### src/rtl/sap_pkg.sv
// Shared SAP-style constants: opcodes, microstep encodings, per-opcode lengths
// and the packed control-word layout used by the sequencer.
package sap_pkg;

    localparam logic [3:0] OP_NOP = 4'h0;
    localparam logic [3:0] OP_LDA = 4'h1;
    localparam logic [3:0] OP_ADD = 4'h2;
    localparam logic [3:0] OP_SUB = 4'h3;
    localparam logic [3:0] OP_STA = 4'h4;
    localparam logic [3:0] OP_LDI = 4'h5;
    localparam logic [3:0] OP_JMP = 4'h6;
    localparam logic [3:0] OP_JC  = 4'h7;
    localparam logic [3:0] OP_JZ  = 4'h8;
    localparam logic [3:0] OP_INC = 4'h9;
    localparam logic [3:0] OP_DEC = 4'hA;
    localparam logic [3:0] OP_OUT = 4'hE;
    localparam logic [3:0] OP_HLT = 4'hF;

    typedef enum logic [2:0] {
        T0 = 3'd0,
        T1 = 3'd1,
        T2 = 3'd2,
        T3 = 3'd3,
        T4 = 3'd4
    } tstate_t;

    typedef struct packed {
        logic pc_out;
        logic pc_inc;
        logic pc_load;
        logic mar_in;
        logic ram_out;
        logic ram_in;
        logic ir_in;
        logic ir_out;
        logic a_in;
        logic a_out;
        logic b_in;
        logic out_in;
        logic alu_enable;
        logic sub;
        logic inc_a;
        logic dec_a;
    } ctrl_t;

    // Total cycles per instruction, fetch included; unlisted opcodes run as NOP.
    function automatic logic [2:0] instr_len(input logic [3:0] op);
        case (op)
            OP_LDA, OP_STA: instr_len = 3'd4;
            OP_ADD, OP_SUB: instr_len = 3'd5;
            default:        instr_len = 3'd3;
        endcase
    endfunction

    function automatic tstate_t last_step(input logic [3:0] op);
        last_step = tstate_t'(instr_len(op) - 3'd1);
    endfunction

endpackage

### src/rtl/flag_reg.sv
// Carry/zero flag register with load enable and synchronous active-low clear.
module flag_reg (
    input  logic clk,
    input  logic rst_n,
    input  logic load,
    input  logic c,
    input  logic z,
    output logic cf,
    output logic zf
);

    always_ff @(posedge clk) begin
        if (!rst_n) begin
            cf <= 1'b0;
            zf <= 1'b0;
        end else if (load) begin
            cf <= c;
            zf <= z;
        end
    end

endmodule

### src/rtl/control_sequencer.sv
// Microstep counter and combinational control decode for the SAP-style core;
// flags live in flag_reg.
module control_sequencer
    import sap_pkg::*;
(
    input  logic       clk,
    input  logic       rst_n,
    input  logic [3:0] opcode,
    input  logic       c,
    input  logic       z,
    output logic       pc_out,
    output logic       pc_inc,
    output logic       pc_load,
    output logic       mar_in,
    output logic       ram_out,
    output logic       ram_in,
    output logic       ir_in,
    output logic       ir_out,
    output logic       a_in,
    output logic       a_out,
    output logic       b_in,
    output logic       out_in,
    output logic       alu_enable,
    output logic       sub,
    output logic       inc_a,
    output logic       dec_a,
    output logic       cf,
    output logic       zf,
    output logic       halted,
    output logic [2:0] t_state
);

    tstate_t state, state_nxt, step;
    logic    halted_q, halted_nxt;
    logic    flag_ld;
    ctrl_t   ctrl;

    always_ff @(posedge clk) begin
        if (!rst_n) begin
            state    <= T0;
            halted_q <= 1'b0;
        end else begin
            state    <= state_nxt;
            halted_q <= halted_nxt;
        end
    end

    // Reset forces the T0 decode regardless of where the counter was left.
    always_comb begin
        step       = rst_n ? state : T0;
        ctrl       = '0;
        flag_ld    = 1'b0;
        state_nxt  = T0;
        halted_nxt = halted_q;

        if (!halted_q || !rst_n) begin
            case (step)
                T0: begin
                    ctrl.pc_out = 1'b1;
                    ctrl.mar_in = 1'b1;
                end
                T1: begin
                    ctrl.ram_out = 1'b1;
                    ctrl.ir_in   = 1'b1;
                    ctrl.pc_inc  = 1'b1;
                end
                T2: begin
                    case (opcode)
                        OP_LDA, OP_ADD, OP_SUB, OP_STA: begin
                            ctrl.ir_out = 1'b1;
                            ctrl.mar_in = 1'b1;
                        end
                        OP_LDI: begin
                            ctrl.ir_out = 1'b1;
                            ctrl.a_in   = 1'b1;
                        end
                        OP_JMP: begin
                            ctrl.ir_out  = 1'b1;
                            ctrl.pc_load = 1'b1;
                        end
                        OP_JC: begin
                            ctrl.ir_out  = cf;
                            ctrl.pc_load = cf;
                        end
                        OP_JZ: begin
                            ctrl.ir_out  = zf;
                            ctrl.pc_load = zf;
                        end
                        OP_INC, OP_DEC: begin
                            ctrl.inc_a      = (opcode == OP_INC);
                            ctrl.dec_a      = (opcode == OP_DEC);
                            ctrl.alu_enable = 1'b1;
                            ctrl.a_in       = 1'b1;
                            flag_ld         = 1'b1;
                        end
                        OP_OUT: begin
                            ctrl.a_out  = 1'b1;
                            ctrl.out_in = 1'b1;
                        end
                        default: ;
                    endcase
                end
                T3: begin
                    case (opcode)
                        OP_LDA: begin
                            ctrl.ram_out = 1'b1;
                            ctrl.a_in    = 1'b1;
                        end
                        OP_ADD, OP_SUB: begin
                            ctrl.ram_out = 1'b1;
                            ctrl.b_in    = 1'b1;
                        end
                        OP_STA: begin
                            ctrl.a_out  = 1'b1;
                            ctrl.ram_in = 1'b1;
                        end
                        default: ;
                    endcase
                end
                T4: begin
                    if (opcode == OP_ADD || opcode == OP_SUB) begin
                        ctrl.alu_enable = 1'b1;
                        ctrl.a_in       = 1'b1;
                        ctrl.sub        = (opcode == OP_SUB);
                        flag_ld         = 1'b1;
                    end
                end
                default: ;
            endcase
        end

        // >= rather than == keeps the counter bounded if opcode shifts mid-instruction.
        if (!halted_q) begin
            if (state >= last_step(opcode)) state_nxt = T0;
            else                            state_nxt = tstate_t'(state + 3'd1);
            if (state == T2 && opcode == OP_HLT) halted_nxt = 1'b1;
        end
    end

    flag_reg u_flags (
        .clk   (clk),
        .rst_n (rst_n),
        .load  (flag_ld && rst_n),
        .c     (c),
        .z     (z),
        .cf    (cf),
        .zf    (zf)
    );

    assign pc_out     = ctrl.pc_out;
    assign pc_inc     = ctrl.pc_inc;
    assign pc_load    = ctrl.pc_load;
    assign mar_in     = ctrl.mar_in;
    assign ram_out    = ctrl.ram_out;
    assign ram_in     = ctrl.ram_in;
    assign ir_in      = ctrl.ir_in;
    assign ir_out     = ctrl.ir_out;
    assign a_in       = ctrl.a_in;
    assign a_out      = ctrl.a_out;
    assign b_in       = ctrl.b_in;
    assign out_in     = ctrl.out_in;
    assign alu_enable = ctrl.alu_enable;
    assign sub        = ctrl.sub;
    assign inc_a      = ctrl.inc_a;
    assign dec_a      = ctrl.dec_a;
    assign halted     = halted_q;
    assign t_state    = state;

endmodule

### config.mk
export PLATFORM = sky130hd
export DESIGN_NAME = control_sequencer
export DESIGN_NICKNAME = d
export VERILOG_FILES = /design/src/rtl/sap_pkg.sv /design/src/rtl/flag_reg.sv /design/src/rtl/control_sequencer.sv
export SDC_FILE = /design/constraint.sdc
export NUM_CORES = 1
export LEC_CHECK = 0
export BUFFER_PORTS_ARGS = -buffer_cell sky130_fd_sc_hd__clkbuf_2
export CORE_MARGIN = 1
export CORE_UTILIZATION = 35
export CTS_CLUSTER_DIAMETER = 40
export DETAILED_ROUTE_END_ITERATION = 16
export REMOVE_ABC_BUFFERS = 1
export SKIP_CTS_REPAIR_TIMING = 1
export SLEW_MARGIN = 10
export SYNTH_ARGS = -nofsm -noshare
export SYNTH_HDL_FRONTEND = slang
export SYNTH_SLANG_ARGS = --single-unit
### constraint.sdc
create_clock -name clk -period 1.8 [get_ports clk]
set_input_delay 0.09 -clock clk [delete_from_list [all_inputs] [get_ports clk]]
set_output_delay 0.09 -clock clk [all_outputs]
set_load 0.01 [all_outputs]
==> results by group <==
Place
  – Buffers on Ports: 29
  – DP Area: 881 um^2
  – Placer Congestion: 0.779
  – DP HPWL: 1.40 mm

Yosys
  – Dominant synthesized flop cell: dfxtp_1
  – #FFs+latches synth: 6
  – Unique masters post-synth: 42
  – Share of flip-flops with an asynchronous set or reset: 0
  – Synth warn: 0
  – Synthesized area: 717 um^2
  – Top cells by area, synth: dfxtp_1 (17%), ha_1 (8.7%), nor2_1 (5.2%), nand2_1 (3.7%), xnor2_1 (3.7%)
  – Most frequent cell after synthesis: nor2_1
  – Synth top area share: 0.168
  – Post-Synthesis Cells: 92
  – Post-Syn Area per Cell: 7.79 um^2
  – Post-synth EDFFs: 0
  – Post-synthesis sequential area ratio: 0.168
  – Synth top cells by count: nor2_1 (10), nand2_1 (7), dfxtp_1 (6)
  – Largest area contributor in the netlist: dfxtp_1

Layout
  – Ratio of cells with drive above 1 in the final layout: 0.418
  – N_diodes: 0
  – Synth-to-layout area growth: 27.1%
  – Filler cells: 209
  – Final Cell Area: 911 um^2
  – Fin util: 0.469
  – Final net count: 137

Critical path
  – CP max stage delay: 0.43 ns
  – Setup CP Type: reg2out
  – CP max FO: 11
  – Crit end category: output port
  – Slowest cell on crit path: dfxtp_2
  – Nature of the critical path startpoint: flip-flop
  – Crit path required time: 1.71 ns
  – Largest delay share family, worst path: flip-flops
  – WP data arrival: 1.58 ns
  – CP Cell Sequence: nor4bb_1 -> o21ai_0 -> a221oi_2 -> clkbuf_2
  – Buf+Inv Stages, Crit Path: 1

Timing
  – Fin. max-slew vios: 0
  – Hold slack: 0.109 ns
  – Slew HR: 0.762
  – Fin crit share: 0.929
  – Worst Skew: 0.000531 ns
  – Unrepaired setup endpoints after global routing: no
  – Fmax: 0.598 GHz
  – Tmin final: 1.67 ns
  – Slew @ Worst Pin: 0.352 ns
  – Final Hold Viols: 0
  – Final setup viols: 0

Clocking
  – Clock buffer depth: 2
  – Clk slew on worst S/H paths: 0.04 ns
  – Total number of H-tree levels: 1
  – Clock sink total: 6
  – TritonCTS clock tree: done
  – Clock root buffer: clkbuf_4
  – Num CTS Buffers: 3
  – Worst-skew pair later-pin latency: 0.23 ns

Drt
  – Drt via density: 5.04
  – Detailed-route DRC error count: 0
  – Initial DRT Pass Iterations: 4
  – Post-Route WL: 1.75 mm
  – DR iter-0 viols: 20
  – Post-route ant nets: 0
  – Wirelength per Cell: 11.7 um
  – Number of vias in the routed layout: 751

Power
  – Net Switching: 296 uW
  – Logic pwr share: 0.542
  – Pwr Density: 752 mW/mm^2
  – Reg power frac: 0.288
  – Overall power: 685 uW
  – Internal: 389 uW
  – Clock power share: 0.169
  – Net Sw Frac: 0.432
  – Worst vdd rail ir drop: 0.622 mV
  – Leak: 0.424 nW

GRT
  – Pin count of the biggest net entering global routing: 13
  – First-pass GRT wire length: 2.78 mm
  – Vias in the first global route: 639
  – Initial antenna violation count: 0
  – Tot GR Track Use: 0.174
  – Grt ovf: 0

Run
  – Max-cap violation count: 0

Die
  – Die area: 0.00223 mm^2
  – Height of the die: 47.3 um
  – Initial core utilization: 0.369
  – Die Width: 47.3 um
  – I/O Pins: 30
  – Placement Rows: 16
  – Core Area: 0.00194 mm^2

Hold path
  – Worst hold-check path type: in2reg

Run status
  – Status: complete, no violations
[layout make-up]
class                           instances  area [um^2]  share of cell area
Multi-Input combinational cell         75          534               0.587
Tap cell                               27         33.8              0.0371
Sequential cell                         6          123               0.135
Timing Repair Buffer                   34          183               0.201
Clock buffer                            3         22.5              0.0247
Inverter                                4         15.0              0.0165
[placed cells by master, fill, tap and decap left out, types with 2 or more instances in the layout]
| master | count |
|---|---|
| xnor2_1 | 3 |
| buf_4 | 5 |
| o21ai_2 | 2 |
| dfxtp_1 | 4 |
| clkbuf_4 | 3 |
| nand4bb_1 | 2 |
| dfxtp_2 | 2 |
| nor2_1 | 10 |
| ha_1 | 5 |
| clkbuf_2 | 29 |
| o21ai_0 | 5 |
| inv_2 | 2 |
| nand2_1 | 7 |
| nor3_1 | 5 |
| inv_1 | 2 |
| nand3_1 | 4 |
| nand2b_1 | 2 |
| a21oi_1 | 4 |
[cells by family (layout without fill, tap and decap cells)]
kind of cell	count (synthesis)	after routing	synth area share
AND/OR/NAND/NOR	46	46	0.401
flip-flops	6	6	0.168
buffers and inverters	11	41	0.0942
adder cells (fa/ha/maj)	5	5	0.0873
XOR/XNOR	4	4	0.0489
AO/OA/AOI/OAI	20	20	0.201
[stage by stage]
| stage | instances | setup WS (ns) | setup TNS [ns] |
|---|---|---|---|
| 4_1_cts | 149 | -0.00486 | -0.00486 |
| 3_5_place_dp | 146 | 0.169 | 0 |
| 5_1_grt | 149 | 0.00249 | 0 |
| 3_3_place_gp | 146 | 0.207 | 0 |
| 6_report | 149 | 0.128 | 0 |
| 2_1_floorplan | 85 | 0.130 | 0 |
[layer usage]
metal / share of wire / GRT usage
met5: 0 / 0
met4: 0 / 0.0686
met3: 0.010 / 0.0231
met2: 0.53 / 0.268
met1: 0.46 / 0.243
[worst paths after layout]
| path | start | to | slack [ns] | depth (start not counted) |
|---|---|---|---|---|
| setup / recovery | t_state[1] | a_in | 0.13 | 4 |
| hold / removal | c | u_flags.cf | 0.11 | 3 |
| setup reg to reg | t_state[0] | t_state[2] | 0.26 | 6 |
| hold reg to reg | u_flags.zf | u_flags.zf | 0.48 | 2 |
[tightest hold or removal path, cell delays in order]
cell and delay [ns]:
clkbuf_2 0.07, o21ai_0 0.09, o21ai_2 0.06
[registers in the layout (all words and copies together), names as in the netlist]
signal and flops:
u_flags.zf 1, halted 1, u_flags.cf 1, t_state 3
[power by group through the flow]
| stage | combinational [mW] | sequential (mW) | clock, mW |
|---|---|---|---|
| 2_1_floorplan | 0.211 | 0.213 | 0 |
| 3_3_place_gp | 0.369 | 0.195 | 0 |
| 3_5_place_dp | 0.369 | 0.197 | 0 |
| 4_1_cts | 0.371 | 0.194 | 0.124 |
| 5_1_grt | 0.419 | 0.205 | 0.131 |
| 6_report | 0.372 | 0.197 | 0.116 |
(Power assumes the default switching activity.)
